[src/rtl/mix_columns_engine.sv]
// Iterative AES MixColumns / InvMixColumns engine.
// A block is captured on the accepting edge, then COLS_PER_CYCLE columns are
// transformed per clock for N = 4/COLS_PER_CYCLE cycles. The result is held
// in DONE until the consumer takes it. A new block may be accepted on the same
// edge as the handoff, so blocks can be issued every N+1 cycles.
module mix_columns_engine #(
    parameter int COLS_PER_CYCLE = 1
) (
    input  logic         clk,
    input  logic         rst_n,
    input  logic         in_valid,
    output logic         in_ready,
    input  logic         in_mode,
    input  logic [127:0] in_data,
    output logic         out_valid,
    input  logic         out_ready,
    output logic [127:0] out_data,
    output logic         out_mode,
    output logic         busy
);

    localparam int N     = 4 / COLS_PER_CYCLE;
    localparam int CNT_W = (N > 1) ? $clog2(N) : 1;

    // Only 1, 2 or 4 columns per cycle divide the state evenly.
    generate
        if (COLS_PER_CYCLE != 1 && COLS_PER_CYCLE != 2 && COLS_PER_CYCLE != 4) begin : g_bad_cols
            $error("mix_columns_engine: COLS_PER_CYCLE must be 1, 2 or 4");
        end
    endgenerate

    typedef enum logic [1:0] {
        IDLE = 2'd0,
        RUN  = 2'd1,
        DONE = 2'd2
    } state_t;

    state_t             state_q, state_d;
    logic [CNT_W-1:0]   cnt_q, cnt_d;
    logic [127:0]       data_q, data_d;
    logic [127:0]       result_q, result_d;
    logic               mode_q, mode_d;
    logic [31:0]        col_in  [COLS_PER_CYCLE];
    logic [31:0]        col_out [COLS_PER_CYCLE];

    // Multiply by x in GF(2^8) modulo x^8+x^4+x^3+x+1.
    function automatic logic [7:0] xtime(input logic [7:0] b);
        return {b[6:0], 1'b0} ^ (b[7] ? 8'h1b : 8'h00);
    endfunction

    // One column through the circulant matrix; inv selects {0E,0B,0D,09}
    // instead of {02,03,01,01}. Products are built from x, 2x, 4x, 8x.
    function automatic logic [31:0] mix_col(input logic [31:0] col, input logic inv);
        logic [7:0] a   [4];
        logic [7:0] p   [4][4];
        logic [7:0] r   [4];
        logic [7:0] x2, x4, x8;
        logic [1:0] k;
        for (int j = 0; j < 4; j++) begin
            a[j] = col[31 - 8*j -: 8];
        end
        for (int j = 0; j < 4; j++) begin
            x2 = xtime(a[j]);
            x4 = xtime(x2);
            x8 = xtime(x4);
            if (!inv) begin
                p[j][0] = x2;
                p[j][1] = x2 ^ a[j];
                p[j][2] = a[j];
                p[j][3] = a[j];
            end else begin
                p[j][0] = x8 ^ x4 ^ x2;
                p[j][1] = x8 ^ x2 ^ a[j];
                p[j][2] = x8 ^ x4 ^ a[j];
                p[j][3] = x8 ^ a[j];
            end
        end
        for (int i = 0; i < 4; i++) begin
            r[i] = 8'h00;
            for (int j = 0; j < 4; j++) begin
                k    = 2'(j - i);
                r[i] = r[i] ^ p[j][k];
            end
        end
        return {r[0], r[1], r[2], r[3]};
    endfunction

    // Pick the columns of the current group out of the captured state.
    always_comb begin
        for (int g = 0; g < COLS_PER_CYCLE; g++) begin
            col_in[g] = data_q[127 - 32*(int'(cnt_q)*COLS_PER_CYCLE + g) -: 32];
        end
    end

    generate
        for (genvar gi = 0; gi < COLS_PER_CYCLE; gi++) begin : g_col
            assign col_out[gi] = mix_col(col_in[gi], mode_q);
        end
    endgenerate

    // Next-state, capture, result write-back and handshake outputs.
    always_comb begin
        state_d   = state_q;
        cnt_d     = cnt_q;
        data_d    = data_q;
        mode_d    = mode_q;
        result_d  = result_q;
        in_ready  = 1'b0;
        out_valid = 1'b0;
        case (state_q)
            IDLE: begin
                in_ready = 1'b1;
                if (in_valid) begin
                    data_d  = in_data;
                    mode_d  = in_mode;
                    cnt_d   = '0;
                    state_d = RUN;
                end
            end
            RUN: begin
                for (int g = 0; g < COLS_PER_CYCLE; g++) begin
                    result_d[127 - 32*(int'(cnt_q)*COLS_PER_CYCLE + g) -: 32] = col_out[g];
                end
                if (cnt_q == CNT_W'(N - 1)) begin
                    cnt_d   = '0;
                    state_d = DONE;
                end else begin
                    cnt_d = cnt_q + CNT_W'(1);
                end
            end
            DONE: begin
                out_valid = 1'b1;
                in_ready  = out_ready;
                if (out_ready) begin
                    if (in_valid) begin
                        data_d  = in_data;
                        mode_d  = in_mode;
                        cnt_d   = '0;
                        state_d = RUN;
                    end else begin
                        state_d = IDLE;
                    end
                end
            end
            default: state_d = IDLE;
        endcase
    end

    // State registers; reset discards any block in flight.
    always_ff @(posedge clk or negedge rst_n) begin
        if (!rst_n) begin
            state_q  <= IDLE;
            cnt_q    <= '0;
            data_q   <= '0;
            mode_q   <= 1'b0;
            result_q <= '0;
        end else begin
            state_q  <= state_d;
            cnt_q    <= cnt_d;
            data_q   <= data_d;
            mode_q   <= mode_d;
            result_q <= result_d;
        end
    end

    assign out_data = result_q;
    assign out_mode = mode_q;
    assign busy     = (state_q != IDLE);

endmodule

[config.mk]
export PLATFORM = sky130hd
export DESIGN_NAME = mix_columns_engine
export DESIGN_NICKNAME = d
export VERILOG_FILES = /design/src/rtl/mix_columns_engine.sv
export SDC_FILE = /design/constraint.sdc
export NUM_CORES = 1
export LEC_CHECK = 0
export BUFFER_PORTS_ARGS = -buffer_cell sky130_fd_sc_hd__clkbuf_2
export CORE_UTILIZATION = 35
export DETAILED_ROUTE_END_ITERATION = 16
export SLEW_MARGIN = 20
export SYNTH_ARGS = -nofsm -noshare
export SYNTH_HDL_FRONTEND = slang
export SYNTH_SLANG_ARGS = --single-unit
[constraint.sdc]
create_clock -name clk -period 9.6 [get_ports clk]
set_input_delay 1.44 -clock clk [delete_from_list [all_inputs] [get_ports clk]]
set_output_delay 1.44 -clock clk [all_outputs]
set_load 0.1 [all_outputs]
==> impl_metrics.yaml <==
run_status:
  outcome: "complete, no violations"
synthesis:
  syn-num-nets: 1063
  ys_ff_latch: 261
  syn-cell-area_um2: 12570
  synth_area_leader_cell: "dfrtp_1"
  synthDominantCellAreaShare: 0.5197
  synth-warning-count: 0
  synthDistinctLibCells: 41
  syn_avg_cell_area_um2: 13.57
  yosysSeqAreaShare: 0.5197
  syn_inst: 926
  synth.area.top_cells: "dfrtp_1, mux2_2, xnor2_1"
clock_network:
  clk_pin_slew_worst_paths_ps: 60
  cts_resized: 0
  cts.path.max_buffers: 3
  root_buffer: "clkbuf_16"
  clk_latency_ps: 560
  cts_max_level: 1
  hold_buffers: 0
  post_cts_buffers: 0
  numClockSinks: 261
  cts_tree: "done"
  cts_buffers: 29
floorplan:
  core-area_um2: 35480
  start_util: 0.3542
  die_area_um2: 36670
  num_rows: 69
  die_w_um: 191.5
  num_io_pins: 265
  dieHeight_um: 191.5
critical_path:
  crit_fanout: 40
  worstSetupPathType: "reg -> reg"
  setup.reg_to_reg.worst_slack_ps: 5580
  r2r-start: "cnt_q[0]"
  rr_endpoint: "out_data[75]"
  crit_path_start_kind: "flip-flop"
  crit_arrival_ps: 4460
  reg2regPathDepth: 8
  cp.required_ps: 10030
  crit_start: "cnt_q[0]"
  end_kind: "flip-flop"
route:
  drtAntennaViolNets: 0
  drc: 0
  wl_per_cell_um: 20.97
  drt_iter0_drc: 442
  vias_per_cell: 4.985
  vias: 8285
  wl_mm: 34.86
  dr.pass1.iters: 4
global_routing:
  grt_overflow: 0
  grt_antenna_before_repair: 3
  track_usage: 0.1930
  grt_pass1_wl_mm: 53.46
  grt_pass1_vias: 8589
  grt_max_degree: 78
timing:
  slew_headroom: 0.2845
  whs_ps: 480.3
  max_freq_mhz: 248.5
  timing.final.ws_setup_ps: 5576
  fin_crit_sh: 0.4192
  hold_viol: 0
  tightest_slew_ps: 1070
  clock-skew-final_ps: 9.736
  slew_violations: 0
  tns_ps: 0
  setup_viol: 0
  grt_setup_unrepaired: "no"
  period_needed_ps: 4024
finish:
  synthToLayoutAreaGrowth_pct: 21.61
  antenna_cells: 0
  drive_above_1_share: 0.4271
  fin_nets: 1318
placement:
  finalWeightedCongestion: 0.8712
  io_buffer_count: 264
  dp_slack_ps: 5553
  hpwl_mm: 25.65
hold_path:
  hold_path_class: "reg -> reg"
  holdPathEnd: "out_data[0]"
  min_path_cells: 2
  min_from: "out_data[0]"
flow_run:
  cap_violations: 0
-- state kept, by name, indices dropped and copies added, names as in the netlist --
register,count
cnt_q,2
data_q,128
out_data,128
out_mode,1
state_q,2
-- through the flow --
stage          cell area, um2  instances  utilization
6_report                15280       1662       0.4308
5_1_grt                 15280       1662       0.4308
4_1_cts                 15280       1662       0.4308
3_5_place_dp            14360       1611       0.4046
3_3_place_gp            14330       1609       0.4037
2_1_floorplan           12570        926            -
-- worst max-delay path by stage --
| stage | end | slack (ps) | cells after the start |
|---|---|---|---|
| 2_1_floorplan | data_q[100] | 5040 | 7 |
| 5_1_grt | out_data[75] | 5390 | 8 |
| 3_3_place_gp | out_data[91] | 5600 | 8 |
| 4_1_cts | out_data[75] | 5510 | 8 |
| 3_5_place_dp | out_data[43] | 5550 | 8 |
| 6_report | out_data[75] | 5580 | 8 |
-- worst max-delay path, stage by stage (launching register included) --
cell	delay [ps]
dfrtp_2	340
buf_4	620
mux4_1	830
xnor2_4	320
xnor3_1	490
xnor3_2	460
xor2_4	200
and2_1	270
a221o_1	360
-- routing by layer --
layer  part of all wire  GRT usage
met5            0.00072          0
met3              0.074    0.04461
met2               0.45     0.2965
met1               0.45     0.2717
met4              0.025    0.05342
-- synthesized netlist by cell type (all sizes together) --
cell,number
dfrtp,261
mux2,129
xnor2,122
nand2,95
o21ai,72
a22o,49
clkbuf,41
mux4,32
xor2,29
xnor3,21
buf,16
a21oi,9
a221o,8
nor2,8
and2,4
ha,4
mux2i,4
nand4,4
nor3,4
inv,3
nand2b,3
nor2b,2
o31ai,2
o21bai,1
or2,1
or3,1
xor3,1
-- final cells by class --
class,instances,area [um2]
Clock buffer,43,878.3
Clock inverter,8,51.30
Fill cell,3355,20200
Inverter,3,11.26
Multi-Input combinational cell,605,5759
Sequential cell,261,6534
Tap cell,461,576.8
Timing Repair Buffer,281,1474
-- cells in the final DEF (no fill, tap or decap), types with 4 or more instances in the layout --
| cell type | n |
|---|---|
| clkbuf_2 | 263 |
| clkbuf_16 | 29 |
| nor2_1 | 8 |
| dfrtp_1 | 259 |
| ha_1 | 4 |
| clkbuf_8 | 10 |
| xnor2_1 | 110 |
| xnor2_4 | 4 |
| a221o_1 | 8 |
| nand2_1 | 95 |
| xor2_1 | 22 |
| xnor3_1 | 20 |
| buf_4 | 15 |
| a22o_1 | 49 |
| o21ai_0 | 36 |
| clkbuf_1 | 4 |
| clkinv_2 | 5 |
| a21oi_1 | 9 |
| xnor2_2 | 8 |
| nor3_1 | 4 |
| mux2_2 | 129 |
| xor2_2 | 5 |
| mux4_2 | 29 |
| o21ai_1 | 36 |
| nand4_1 | 4 |
-- cell families after synthesis --
family / Yosys count / share of synthesized area
flops: 261 / 0.5197
xor+xnor: 173 / 0.1616
compound gates: 141 / 0.07456
fa+ha+maj: 4 / 0.003982
simple gates: 122 / 0.04062
mux: 165 / 0.1773
buf+inv: 60 / 0.02230
Power is not shown: default switching activity piles up to over one toggle a cycle in this logic, so the estimate is an artifact.
